**src/rtl/gpio_coeff_bank_pkg.sv**
```systemverilog
// Shared register offsets, GPIO field positions and playback state type for the coefficient bank.
package gpio_regs_pkg;

    localparam logic [1:0] WR_OFS  = 2'd0;
    localparam logic [1:0] RD_OFS  = 2'd1;
    localparam logic [1:0] CLR_OFS = 2'd2;
    localparam logic [1:0] RPR_OFS = 2'd3;

    localparam int unsigned DATA_LSB = 0;
    localparam int unsigned DATA_MSB = 7;
    localparam int unsigned ADDR_LSB = 8;
    localparam int unsigned ADDR_MSB = 23;
    localparam int unsigned STB_BIT  = 31;

    typedef enum logic {IDLE, RUN} play_state_t;

endpackage

```
**src/rtl/gpio_coeff_bank_if.sv**
```systemverilog
// GPIO register bus plus the per-channel DAC AXI-Stream outputs of the coefficient bank.
interface gpio_coeff_bank_if #(
    parameter int NUM_CH  = 3,
    parameter int TDATA_W = 256
);
    logic [31:0]               gpio_in;
    logic [31:0]               gpio_out_bus;
    logic [NUM_CH*TDATA_W-1:0] m_axis_tdata;
    logic [NUM_CH-1:0]         m_axis_tvalid;
    logic [NUM_CH-1:0]         m_axis_tready;
    logic                      busy;

    modport master (
        output gpio_in, m_axis_tready,
        input  gpio_out_bus, m_axis_tdata, m_axis_tvalid, busy
    );

    modport slave (
        input  gpio_in, m_axis_tready,
        output gpio_out_bus, m_axis_tdata, m_axis_tvalid, busy
    );
endinterface

```
**src/rtl/gpio_coeff_bank_channel.sv**
```systemverilog
// One coefficient channel: word memory, load/readback pointers and the AXIS beat sequencer.
module coeff_channel #(
    parameter  int DEPTH   = 16,
    parameter  int WORD_W  = 16,
    parameter  int TDATA_W = 256,
    localparam int AW      = $clog2(DEPTH),
    localparam int LW      = AW + 1
) (
    input  logic               clk,
    input  logic               rst,
    input  logic               wr_byte,
    input  logic               rd_cmd,
    input  logic               clr,
    input  logic               rpr,
    input  logic               start,
    input  logic [7:0]         data,
    input  logic               tready,
    output logic [WORD_W-1:0]  rd_word,
    output logic [LW-1:0]      len,
    output logic               phase,
    output logic               ovf,
    output logic               tvalid,
    output logic               done_next,
    output logic [TDATA_W-1:0] tdata
);
    logic [WORD_W-1:0] mem [DEPTH];
    logic [AW-1:0]     wr_ptr, rd_ptr, beat_k, play_addr;
    logic [LW-1:0]     plen;
    logic [7:0]        hi;
    logic [WORD_W-1:0] beat;
    logic              pend, fire, last;

    assign fire      = tvalid & tready;
    assign last      = ({1'b0, beat_k} == plen - 1'b1);
    // Look one word ahead on a handshake so the next beat is ready the following cycle.
    assign play_addr = fire ? beat_k + 1'b1 : beat_k;
    assign done_next = (!tvalid && !pend) || (fire && last);
    assign tdata     = {(TDATA_W/WORD_W){beat}};

    always_ff @(posedge clk) begin
        if (wr_byte && phase)
            mem[wr_ptr] <= WORD_W'({hi, data});
    end

    always_ff @(posedge clk or negedge rst) begin
        if (!rst) begin
            wr_ptr  <= '0;
            rd_ptr  <= '0;
            len     <= '0;
            phase   <= 1'b0;
            ovf     <= 1'b0;
            hi      <= '0;
            rd_word <= '0;
            beat    <= '0;
            beat_k  <= '0;
            plen    <= '0;
            pend    <= 1'b0;
            tvalid  <= 1'b0;
        end else begin
            beat <= mem[play_addr];
            if (clr) begin
                wr_ptr <= '0;
                rd_ptr <= '0;
                len    <= '0;
                phase  <= 1'b0;
                ovf    <= 1'b0;
            end else begin
                if (wr_byte) begin
                    if (!phase) begin
                        hi    <= data;
                        phase <= 1'b1;
                    end else begin
                        phase  <= 1'b0;
                        wr_ptr <= wr_ptr + 1'b1;
                        if (wr_ptr == AW'(DEPTH - 1))
                            ovf <= 1'b1;
                        if (len != LW'(DEPTH))
                            len <= len + 1'b1;
                    end
                end
                if (rd_cmd) begin
                    rd_word <= mem[rd_ptr];
                    rd_ptr  <= rd_ptr + 1'b1;
                end else if (rpr) begin
                    rd_ptr <= '0;
                end
            end
            // A restart on the final handshake must not leave the old last beat valid.
            if (start) begin
                plen   <= len;
                beat_k <= '0;
                pend   <= (len != '0);
                tvalid <= 1'b0;
            end else if (pend) begin
                pend   <= 1'b0;
                tvalid <= 1'b1;
            end else if (fire) begin
                if (last)
                    tvalid <= 1'b0;
                else
                    beat_k <= beat_k + 1'b1;
            end
        end
    end
endmodule

```
**src/rtl/gpio_coeff_bank.sv**
```systemverilog
// NUM_CH-channel coefficient store loaded over the GPIO strobe bus and replayed onto AXIS.
//  state | meaning
//  IDLE  | commands accepted, no channel streaming
//  RUN   | at least one channel streaming; WRITE/CLEAR/PLAY ignored
module gpio_coeff_bank
    import gpio_regs_pkg::*;
#(
    parameter int          NUM_CH    = 3,
    parameter int          DEPTH     = 16,
    parameter int          WORD_W    = 16,
    parameter int          TDATA_W   = 256,
    parameter logic [15:0] BASE_ADDR = 16'h0
) (
    input  logic             clk,
    input  logic             rst,
    gpio_coeff_bank_if.slave bus
);
    localparam int          LW       = $clog2(DEPTH) + 1;
    localparam int          CW       = (NUM_CH > 1) ? $clog2(NUM_CH) : 1;
    localparam logic [15:0] PLAY_OFS = 16'(NUM_CH * 4);

    logic                             s1, s2, s3, stb_edge;
    logic [15:0]                      addr, off;
    logic [7:0]                       data;
    logic [CW-1:0]                    ch, rd_sel, last_ch;
    logic [1:0]                       kofs;
    logic                             hit_ch, hit_play, run_eff, all_done, any_len, start;
    logic                             rd_pend, busy;
    logic [NUM_CH-1:0]                wr_byte, rd_cmd, clr, rpr, phase, ovf, done_next, tvalid;
    logic [NUM_CH-1:0][TDATA_W-1:0]   tdata;
    logic [NUM_CH-1:0][WORD_W-1:0]    rd_word;
    logic [NUM_CH-1:0][LW-1:0]        len;
    logic [7:0]                       ovf8;
    logic [31:0]                      out_bus;
    logic                             unused_bits;
    play_state_t                      state;

    assign unused_bits = ^bus.gpio_in[30:24];

    always_ff @(posedge clk or negedge rst) begin
        if (!rst) begin
            s1 <= 1'b0;
            s2 <= 1'b0;
            s3 <= 1'b0;
        end else begin
            s1 <= bus.gpio_in[STB_BIT];
            s2 <= s1;
            s3 <= s2;
        end
    end

    assign stb_edge = s2 & ~s3;
    assign addr     = bus.gpio_in[ADDR_MSB:ADDR_LSB];
    assign data     = bus.gpio_in[DATA_MSB:DATA_LSB];
    assign off      = addr - BASE_ADDR;
    assign ch       = off[CW+1:2];
    assign kofs     = off[1:0];
    assign hit_ch   = stb_edge && (off < PLAY_OFS);
    assign hit_play = stb_edge && (off == PLAY_OFS);
    assign all_done = &done_next;
    // A strobe landing on the final handshake sees the post-handshake (idle) state.
    assign run_eff  = (state == RUN) && !all_done;
    assign start    = hit_play && !run_eff;

    always_comb begin
        any_len = 1'b0;
        wr_byte = '0;
        rd_cmd  = '0;
        clr     = '0;
        rpr     = '0;
        for (int c = 0; c < NUM_CH; c++) begin
            any_len    = any_len | (len[c] != '0);
            wr_byte[c] = hit_ch && (ch == CW'(c)) && (kofs == WR_OFS) && !run_eff;
            rd_cmd[c]  = hit_ch && (ch == CW'(c)) && (kofs == RD_OFS);
            clr[c]     = hit_ch && (ch == CW'(c)) && (kofs == CLR_OFS) && !run_eff;
            rpr[c]     = hit_ch && (ch == CW'(c)) && (kofs == RPR_OFS);
        end
    end

    for (genvar g = 0; g < NUM_CH; g++) begin : g_ch
        coeff_channel #(
            .DEPTH   (DEPTH),
            .WORD_W  (WORD_W),
            .TDATA_W (TDATA_W)
        ) u_ch (
            .clk       (clk),
            .rst       (rst),
            .wr_byte   (wr_byte[g]),
            .rd_cmd    (rd_cmd[g]),
            .clr       (clr[g]),
            .rpr       (rpr[g]),
            .start     (start),
            .data      (data),
            .tready    (bus.m_axis_tready[g]),
            .rd_word   (rd_word[g]),
            .len       (len[g]),
            .phase     (phase[g]),
            .ovf       (ovf[g]),
            .tvalid    (tvalid[g]),
            .done_next (done_next[g]),
            .tdata     (tdata[g])
        );
    end

    for (genvar g = 0; g < 8; g++) begin : g_ovf
        if (g < NUM_CH) begin : g_on
            assign ovf8[g] = ovf[g];
        end else begin : g_off
            assign ovf8[g] = 1'b0;
        end
    end

    always_ff @(posedge clk or negedge rst) begin
        if (!rst) begin
            state <= IDLE;
            busy  <= 1'b0;
        end else begin
            case (state)
                IDLE: if (start && any_len) begin
                    state <= RUN;
                    busy  <= 1'b1;
                end
                RUN: if (start && any_len) begin
                    state <= RUN;
                    busy  <= 1'b1;
                end else if (all_done) begin
                    state <= IDLE;
                    busy  <= 1'b0;
                end
                default: begin
                    state <= IDLE;
                    busy  <= 1'b0;
                end
            endcase
        end
    end

    always_ff @(posedge clk or negedge rst) begin
        if (!rst) begin
            rd_pend <= 1'b0;
            rd_sel  <= '0;
            last_ch <= '0;
            out_bus <= '0;
        end else begin
            rd_pend <= |rd_cmd;
            if (hit_ch)
                last_ch <= ch;
            if (|rd_cmd)
                rd_sel <= ch;
            if (rd_pend)
                out_bus[15:0] <= 16'(rd_word[rd_sel]);
            out_bus[31:16] <= {6'b0, phase[last_ch], busy, ovf8};
        end
    end

    assign bus.gpio_out_bus  = out_bus;
    assign bus.m_axis_tdata  = tdata;
    assign bus.m_axis_tvalid = tvalid;
    assign bus.busy          = busy;
endmodule

```
**src/flat_wrapper.sv**
```systemverilog
// flat-port wrapper written by rule: the top's interface ports become plain ports
module gpio_coeff_bank_flat import gpio_regs_pkg::*;
#(
    parameter int          NUM_CH    = 3,
    parameter int          DEPTH     = 16,
    parameter int          WORD_W    = 16,
    parameter int          TDATA_W   = 256,
    parameter logic [15:0] BASE_ADDR = 16'h0
)
  (clk, rst, bus_gpio_in, bus_m_axis_tready, bus_gpio_out_bus, bus_m_axis_tdata, bus_m_axis_tvalid, bus_busy);
  gpio_coeff_bank_if #(.NUM_CH(NUM_CH), .TDATA_W(TDATA_W)) bus_i ();
  input  logic clk;
  input  logic rst;
  input wire logic [$bits(bus_i.gpio_in)-1:0] bus_gpio_in;
  input wire logic [$bits(bus_i.m_axis_tready)-1:0] bus_m_axis_tready;
  output wire logic [$bits(bus_i.gpio_out_bus)-1:0] bus_gpio_out_bus;
  output wire logic [$bits(bus_i.m_axis_tdata)-1:0] bus_m_axis_tdata;
  output wire logic [$bits(bus_i.m_axis_tvalid)-1:0] bus_m_axis_tvalid;
  output wire logic [$bits(bus_i.busy)-1:0] bus_busy;
  assign bus_i.gpio_in = bus_gpio_in;
  assign bus_i.m_axis_tready = bus_m_axis_tready;
  assign bus_gpio_out_bus = bus_i.gpio_out_bus;
  assign bus_m_axis_tdata = bus_i.m_axis_tdata;
  assign bus_m_axis_tvalid = bus_i.m_axis_tvalid;
  assign bus_busy = bus_i.busy;
  gpio_coeff_bank #(.NUM_CH(NUM_CH), .DEPTH(DEPTH), .WORD_W(WORD_W), .TDATA_W(TDATA_W), .BASE_ADDR(BASE_ADDR)) u_core (.clk(clk), .rst(rst), .bus(bus_i));
endmodule
```
**config.mk**
```make
export PLATFORM = sky130hd
export DESIGN_NAME = gpio_coeff_bank_flat
export DESIGN_NICKNAME = d
export VERILOG_FILES = /design/src/rtl/gpio_coeff_bank_pkg.sv /design/src/rtl/gpio_coeff_bank_if.sv /design/src/rtl/gpio_coeff_bank_channel.sv /design/src/rtl/gpio_coeff_bank.sv /design/src/flat_wrapper.sv
export SDC_FILE = /design/constraint.sdc
export NUM_CORES = 2
export LEC_CHECK = 0
export ABC_AREA = 1
export CORE_MARGIN = 3
export CORE_UTILIZATION = 35
export DETAILED_ROUTE_END_ITERATION = 16
export DONT_BUFFER_PORTS = 1
export PLACE_DENSITY = 0.58
export SLEW_MARGIN = 15
export SYNTH_ARGS = -nofsm -noshare
export SYNTH_HDL_FRONTEND = slang
export SYNTH_HIERARCHICAL = 1
export SYNTH_SLANG_ARGS = --single-unit
```
**constraint.sdc**
```tcl
create_clock -name clk -period 3.08 [get_ports clk]
set_input_delay 0.154 -clock clk [delete_from_list [all_inputs] [get_ports clk]]
set_output_delay 0.154 -clock clk [all_outputs]
set_load 0.1 [all_outputs]
```
==> results.md <==
### Power
* **Leakage Power** 26.1 nW
* **Pwr Total** 61.6 mW
* **power density over the cells** 990 mW/mm2
* **Worst VDD drop** 2.12 mV

### Layout
* **Final Net Count** 5,959
* **final-layout fill cell count** 15,101
* **area growth from synthesis to layout** 12.3%
* **share of post-route cells with drive strength above 1** 14.9%

### Synthesis
* **total of flip-flops plus latches after synthesis** 997
* **number of enable flip-flop cells after synthesis** 768
* **warnings from Yosys** 6
* **library cells used by synthesis** 40
* **prevailing post-synth register cell** sky130_fd_sc_hd__edfxtp_1
* **post-synthesis cell count** 6,323
* **mean cell area of the mapped netlist** 8.76 um2
* **share of synthesized area occupied by flip-flops and latches** 52.0%
* **netlist area before placement** 0.0554 mm2
* **Post-synth ARST share** 23.0%

### Route
* **residual antenna-violating net count after detailed routing** 0
* **Vias** 42,186
* **post-DR vias/cell** 5.24
* **detailed-router iteration count before antenna repair** 6
* **violation count after the first detailed-route iteration** 5,011
* **Total Routed Length** 176,000 um
* **DRC violation count after routing** 0
* **average wire per standard cell** 21.9 um

### Timing
* **Slew Limit Fails** 0
* **final period demand of the worst path** 3.11 ns
* **Worst Hold Slack** -0.887 ns
* **normalized max-slew margin** 20.7%
* **hold violation total from the final report** 229
* **Finish-stage setup viols** 14
* **Worst Max-Slew Pin Slew** 1.19 ns
* **min setup slack post-route** -0.0325 ns
* **post-route clock period utilization** 101%
* **setup repair after global routing missed its margin** true
* **Setup Skew** 0.0729 ns
* **achievable clock frequency** 0.321 GHz

### Floorplan
* **total I/O pin count** 841
* **vertical die dimension** 404 um
* **core box area** 0.157 mm2
* **floorplan die width** 404 um
* **DIE AREA** 0.163 mm2
* **effective utilization at floorplan** 35.3%
* **number of cell rows** 145

### Place
* **placer's final routability congestion estimate** 0.891
* **count of buffers from port buffering** 0
* **detailed placer's ending HPWL** 114,000 um

### GRT
* **remaining global-route overflow** 0
* **maximum number of pins on one net before global-route repair** 230
* **met3 usage** 4.58%
* **combined global-route utilization of all metal layers** 20.8%
* **GR met1 Demand/Resource** 28.3%
* **gr busiest metal** met2
* **met2 track utilization from global routing** 32.3%
* **number of antenna violations at the first check in global routing** 10
* **via count of the first global-routing pass** 40,151
* **global-route wire length before repair** 259,000 um

### Worst setup path
* **critical setup path kind** reg2reg
* **critical path launch point type** register
* **Worst Path Required** 3.51 ns
* **ordered cell list for the critical path** inv_2 -> ha_4 -> nand2_2 -> inv_2 -> nor2_2 -> nand3_1 -> nor2_2 -> nand3b_1 -> o21ai_4 -> nand3_2 -> nand2_2 -> nand2_4 -> nor2_4 -> nand2_2 -> inv_2 -> buf_6 -> nand2_4 -> buf_6 -> nor2_4 -> clkbuf_16
* **Buf+Inv Stages, Crit Path** 6
* **slowest cell delay on critical path** 0.39 ns
* **slowest cell on the critical path** sky130_fd_sc_hd__dfrtp_1
* **CP max FO** 8
* **cell family contributing the most delay on the critical path** simple AND/OR/NAND/NOR gates
* **Worst setup EP type** register
* **arrival time reported for the critical path endpoint** 3.55 ns

### Clock tree
* **worst-skew pair later-pin latency** 0.75 ns
* **Num CTS Buffers** 107
* **cell at the root of the clock tree** sky130_fd_sc_hd__clkbuf_16
* **H-tree lvl count** 3
* **post-CTS clock slew at the launch and capture registers of the worst setup and hold paths** 0.06 ns
* **hold bufs inserted after CTS** 38
* **CTS sink cnt** 997
* **clock tree from TritonCTS** built
* **Longest Clk Path Bufs** 3

### Flow run
* **MaxCap Viol Count** 0

### Outcome
* **violations in the final reports** negative hold slack, negative setup slack
* **run status** complete, but fails checks

### Hold path
* **Min-Delay Path Class** in2async

[power by group]
| group | total, mW | switching (mW) | leakage [nW] | internal (mW) |
|---|---|---|---|---|
| clock | 13.6 | 5.74 | 1.79 | 7.90 |
| combinational | 31.3 | 27.5 | 15.4 | 3.79 |
| sequential | 16.7 | 1.89 | 8.90 | 14.8 |
[layout make-up]
class	count	area, um2	area share (%)
Tap cell	2058	2570	4.14
Multi-Input combinational cell	3584	17500	28.1
Clock inverter	68	853	1.37
Antenna cell	5	12.5	0.0201
Sequential cell	997	29000	46.6
Clock buffer	136	2900	4.66
Inverter	697	2630	4.23
Timing Repair Buffer	508	6770	10.9
[worst paths after layout]
check	slack [ns]	cells after the start	from	end
worst max register to register	-0.03	20	u_core/g_ch[0].u_ch/plen[0]	u_core/g_ch[0].u_ch/mem[13][10]
worst min-delay path	-0.89	0	rst	u_core/g_ch[1].u_ch/beat[9]
worst min register to register	0.36	0	u_core/s1	u_core/s2
max in group asynchronous	2.86	0	rst	u_core/g_ch[2].u_ch/beat[1]
worst max-delay path	-0.03	20	u_core/g_ch[0].u_ch/plen[0]	u_core/g_ch[0].u_ch/mem[13][10]
min in group clk	0.08	7	bus_gpio_in[12]	u_core/bus.busy
[metal layers]
metal  wire [um]  vias to the layer above
met5          36                        -
met4        6480                        6
met3       18000                      298
met2       79500                     2292
met1       72300                    20257
li1            -                    19333
[synth_stat cells, types with 2 or more instances]
| master | instances | share of area (%) |
|---|---|---|
| sky130_fd_sc_hd__xor2_1 | 6 | 0.095 |
| sky130_fd_sc_hd__nand2_4 | 4 | 0.081 |
| sky130_fd_sc_hd__o211ai_1 | 48 | 0.65 |
| sky130_fd_sc_hd__o21ai_2 | 6 | 0.095 |
| sky130_fd_sc_hd__dfrtp_1 | 229 | 10 |
| sky130_fd_sc_hd__buf_2 | 140 | 1.3 |
| sky130_fd_sc_hd__clkinv_1 | 9 | 0.061 |
| sky130_fd_sc_hd__inv_1 | 670 | 4.5 |
| sky130_fd_sc_hd__inv_2 | 18 | 0.12 |
| sky130_fd_sc_hd__o21ai_0 | 311 | 2.8 |
| sky130_fd_sc_hd__edfxtp_1 | 768 | 42 |
| sky130_fd_sc_hd__buf_6 | 5 | 0.10 |
| sky130_fd_sc_hd__a21boi_1 | 2 | 0.027 |
| sky130_fd_sc_hd__nand4_1 | 21 | 0.24 |
| sky130_fd_sc_hd__a2bb2oi_1 | 2 | 0.032 |
| sky130_fd_sc_hd__nor3b_1 | 3 | 0.041 |
| sky130_fd_sc_hd__o22ai_1 | 5 | 0.056 |
| sky130_fd_sc_hd__nor3_1 | 5 | 0.045 |
| sky130_fd_sc_hd__a21boi_0 | 4 | 0.054 |
| sky130_fd_sc_hd__buf_4 | 754 | 10 |
| sky130_fd_sc_hd__xnor2_1 | 3 | 0.047 |
| sky130_fd_sc_hd__a21oi_1 | 246 | 2.2 |
| sky130_fd_sc_hd__nor2_4 | 4 | 0.081 |
| sky130_fd_sc_hd__nor2_1 | 237 | 1.6 |
| sky130_fd_sc_hd__ha_1 | 27 | 0.61 |
| sky130_fd_sc_hd__mux2_2 | 24 | 0.49 |
| sky130_fd_sc_hd__buf_1 | 36 | 0.24 |
| sky130_fd_sc_hd__nand2_2 | 8 | 0.090 |
| sky130_fd_sc_hd__a31o_2 | 3 | 0.047 |
| sky130_fd_sc_hd__o21ai_1 | 5 | 0.045 |
| sky130_fd_sc_hd__nand3b_1 | 179 | 2.4 |
| sky130_fd_sc_hd__nand3_2 | 2 | 0.036 |
| sky130_fd_sc_hd__nand2_1 | 1415 | 9.6 |
| sky130_fd_sc_hd__a31oi_1 | 17 | 0.19 |
| sky130_fd_sc_hd__nand3_1 | 984 | 8.9 |
| sky130_fd_sc_hd__clkbuf_1 | 119 | 0.81 |
[kinds of logic after synthesis]
group,share of synthesized area (%)
buffers and inverters,17.4
muxes,0.488
AOI/OAI and AO/OA,6.26
adders and majority gates,0.610
DFF,52.0
and+or+nand+nor,23.1
other,0.00677
xor gates and xnor gates,0.142
[worst register-to-register path: stages, from the launching register on]
cell	delay, ns
sky130_fd_sc_hd__dfrtp_1	0.39
sky130_fd_sc_hd__inv_2	0.08
sky130_fd_sc_hd__ha_4	0.19
sky130_fd_sc_hd__nand2_2	0.07
sky130_fd_sc_hd__inv_2	0.04
sky130_fd_sc_hd__nor2_2	0.09
sky130_fd_sc_hd__nand3_1	0.08
sky130_fd_sc_hd__nor2_2	0.13
sky130_fd_sc_hd__nand3b_1	0.16
sky130_fd_sc_hd__o21ai_4	0.14
sky130_fd_sc_hd__nand3_2	0.13
sky130_fd_sc_hd__nand2_2	0.11
sky130_fd_sc_hd__nand2_4	0.08
sky130_fd_sc_hd__nor2_4	0.22
sky130_fd_sc_hd__nand2_2	0.09
sky130_fd_sc_hd__inv_2	0.10
sky130_fd_sc_hd__buf_6	0.12
sky130_fd_sc_hd__nand2_4	0.05
sky130_fd_sc_hd__buf_6	0.13
sky130_fd_sc_hd__nor2_4	0.20
sky130_fd_sc_hd__clkbuf_16	0.21
[metrics by stage]
stage | TNS [ns] | utilization (%) | area, um2 | cells | worst slack [ns]
after floorplan | -29.55 | - | 55500 | 6333 | -0.129
after global placement | -139.81 | 36.4 | 57000 | 7747 | -0.255
after detailed placement | -170.63 | 36.4 | 57000 | 7747 | -0.291
after CTS | 0 | 39.4 | 61800 | 8037 | 0.00434
after global routing | -11.65 | 39.7 | 62200 | 8048 | -0.120
final | -0.245 | 39.7 | 62200 | 8053 | -0.0325
[layout by cell type, fill, tap and decap left out, types with 63 or more instances in the layout]
cell type,n
sky130_fd_sc_hd__a21oi_1,246
sky130_fd_sc_hd__buf_12,118
sky130_fd_sc_hd__buf_16,63
sky130_fd_sc_hd__buf_4,280
sky130_fd_sc_hd__clkbuf_16,113
sky130_fd_sc_hd__dfrtp_1,175
sky130_fd_sc_hd__edfxtp_1,768
sky130_fd_sc_hd__inv_1,655
sky130_fd_sc_hd__nand2_1,1393
sky130_fd_sc_hd__nand3_1,980
sky130_fd_sc_hd__nand3b_1,179
sky130_fd_sc_hd__nor2_1,178
sky130_fd_sc_hd__o21ai_0,308
[timing repair]
item	4_1_cts	5_1_grt
pin swaps	17	27
resized for setup	35	60
setup endpoints to repair	798	896
gates cloned	2	5
hold endpoints to repair	691	229
setup buffers	46	10
[registers in the layout, summed over array words and instances (netlist names), 3 cells and up]
name / count
u_core/bus.gpio_out_bus: 21
u_core/g_ch.u_ch/beat: 48
u_core/g_ch.u_ch/beat_k: 12
u_core/g_ch.u_ch/hi: 24
u_core/g_ch.u_ch/len: 15
u_core/g_ch.u_ch/mem: 768
u_core/g_ch.u_ch/ovf: 3
u_core/g_ch.u_ch/pend: 3
u_core/g_ch.u_ch/phase: 3
u_core/g_ch.u_ch/plen: 15
u_core/g_ch.u_ch/rd_ptr: 12
u_core/g_ch.u_ch/rd_word: 48
u_core/g_ch.u_ch/tvalid: 3
u_core/g_ch.u_ch/wr_ptr: 12
No activity file was read; power rests on OpenSTA's default activity.
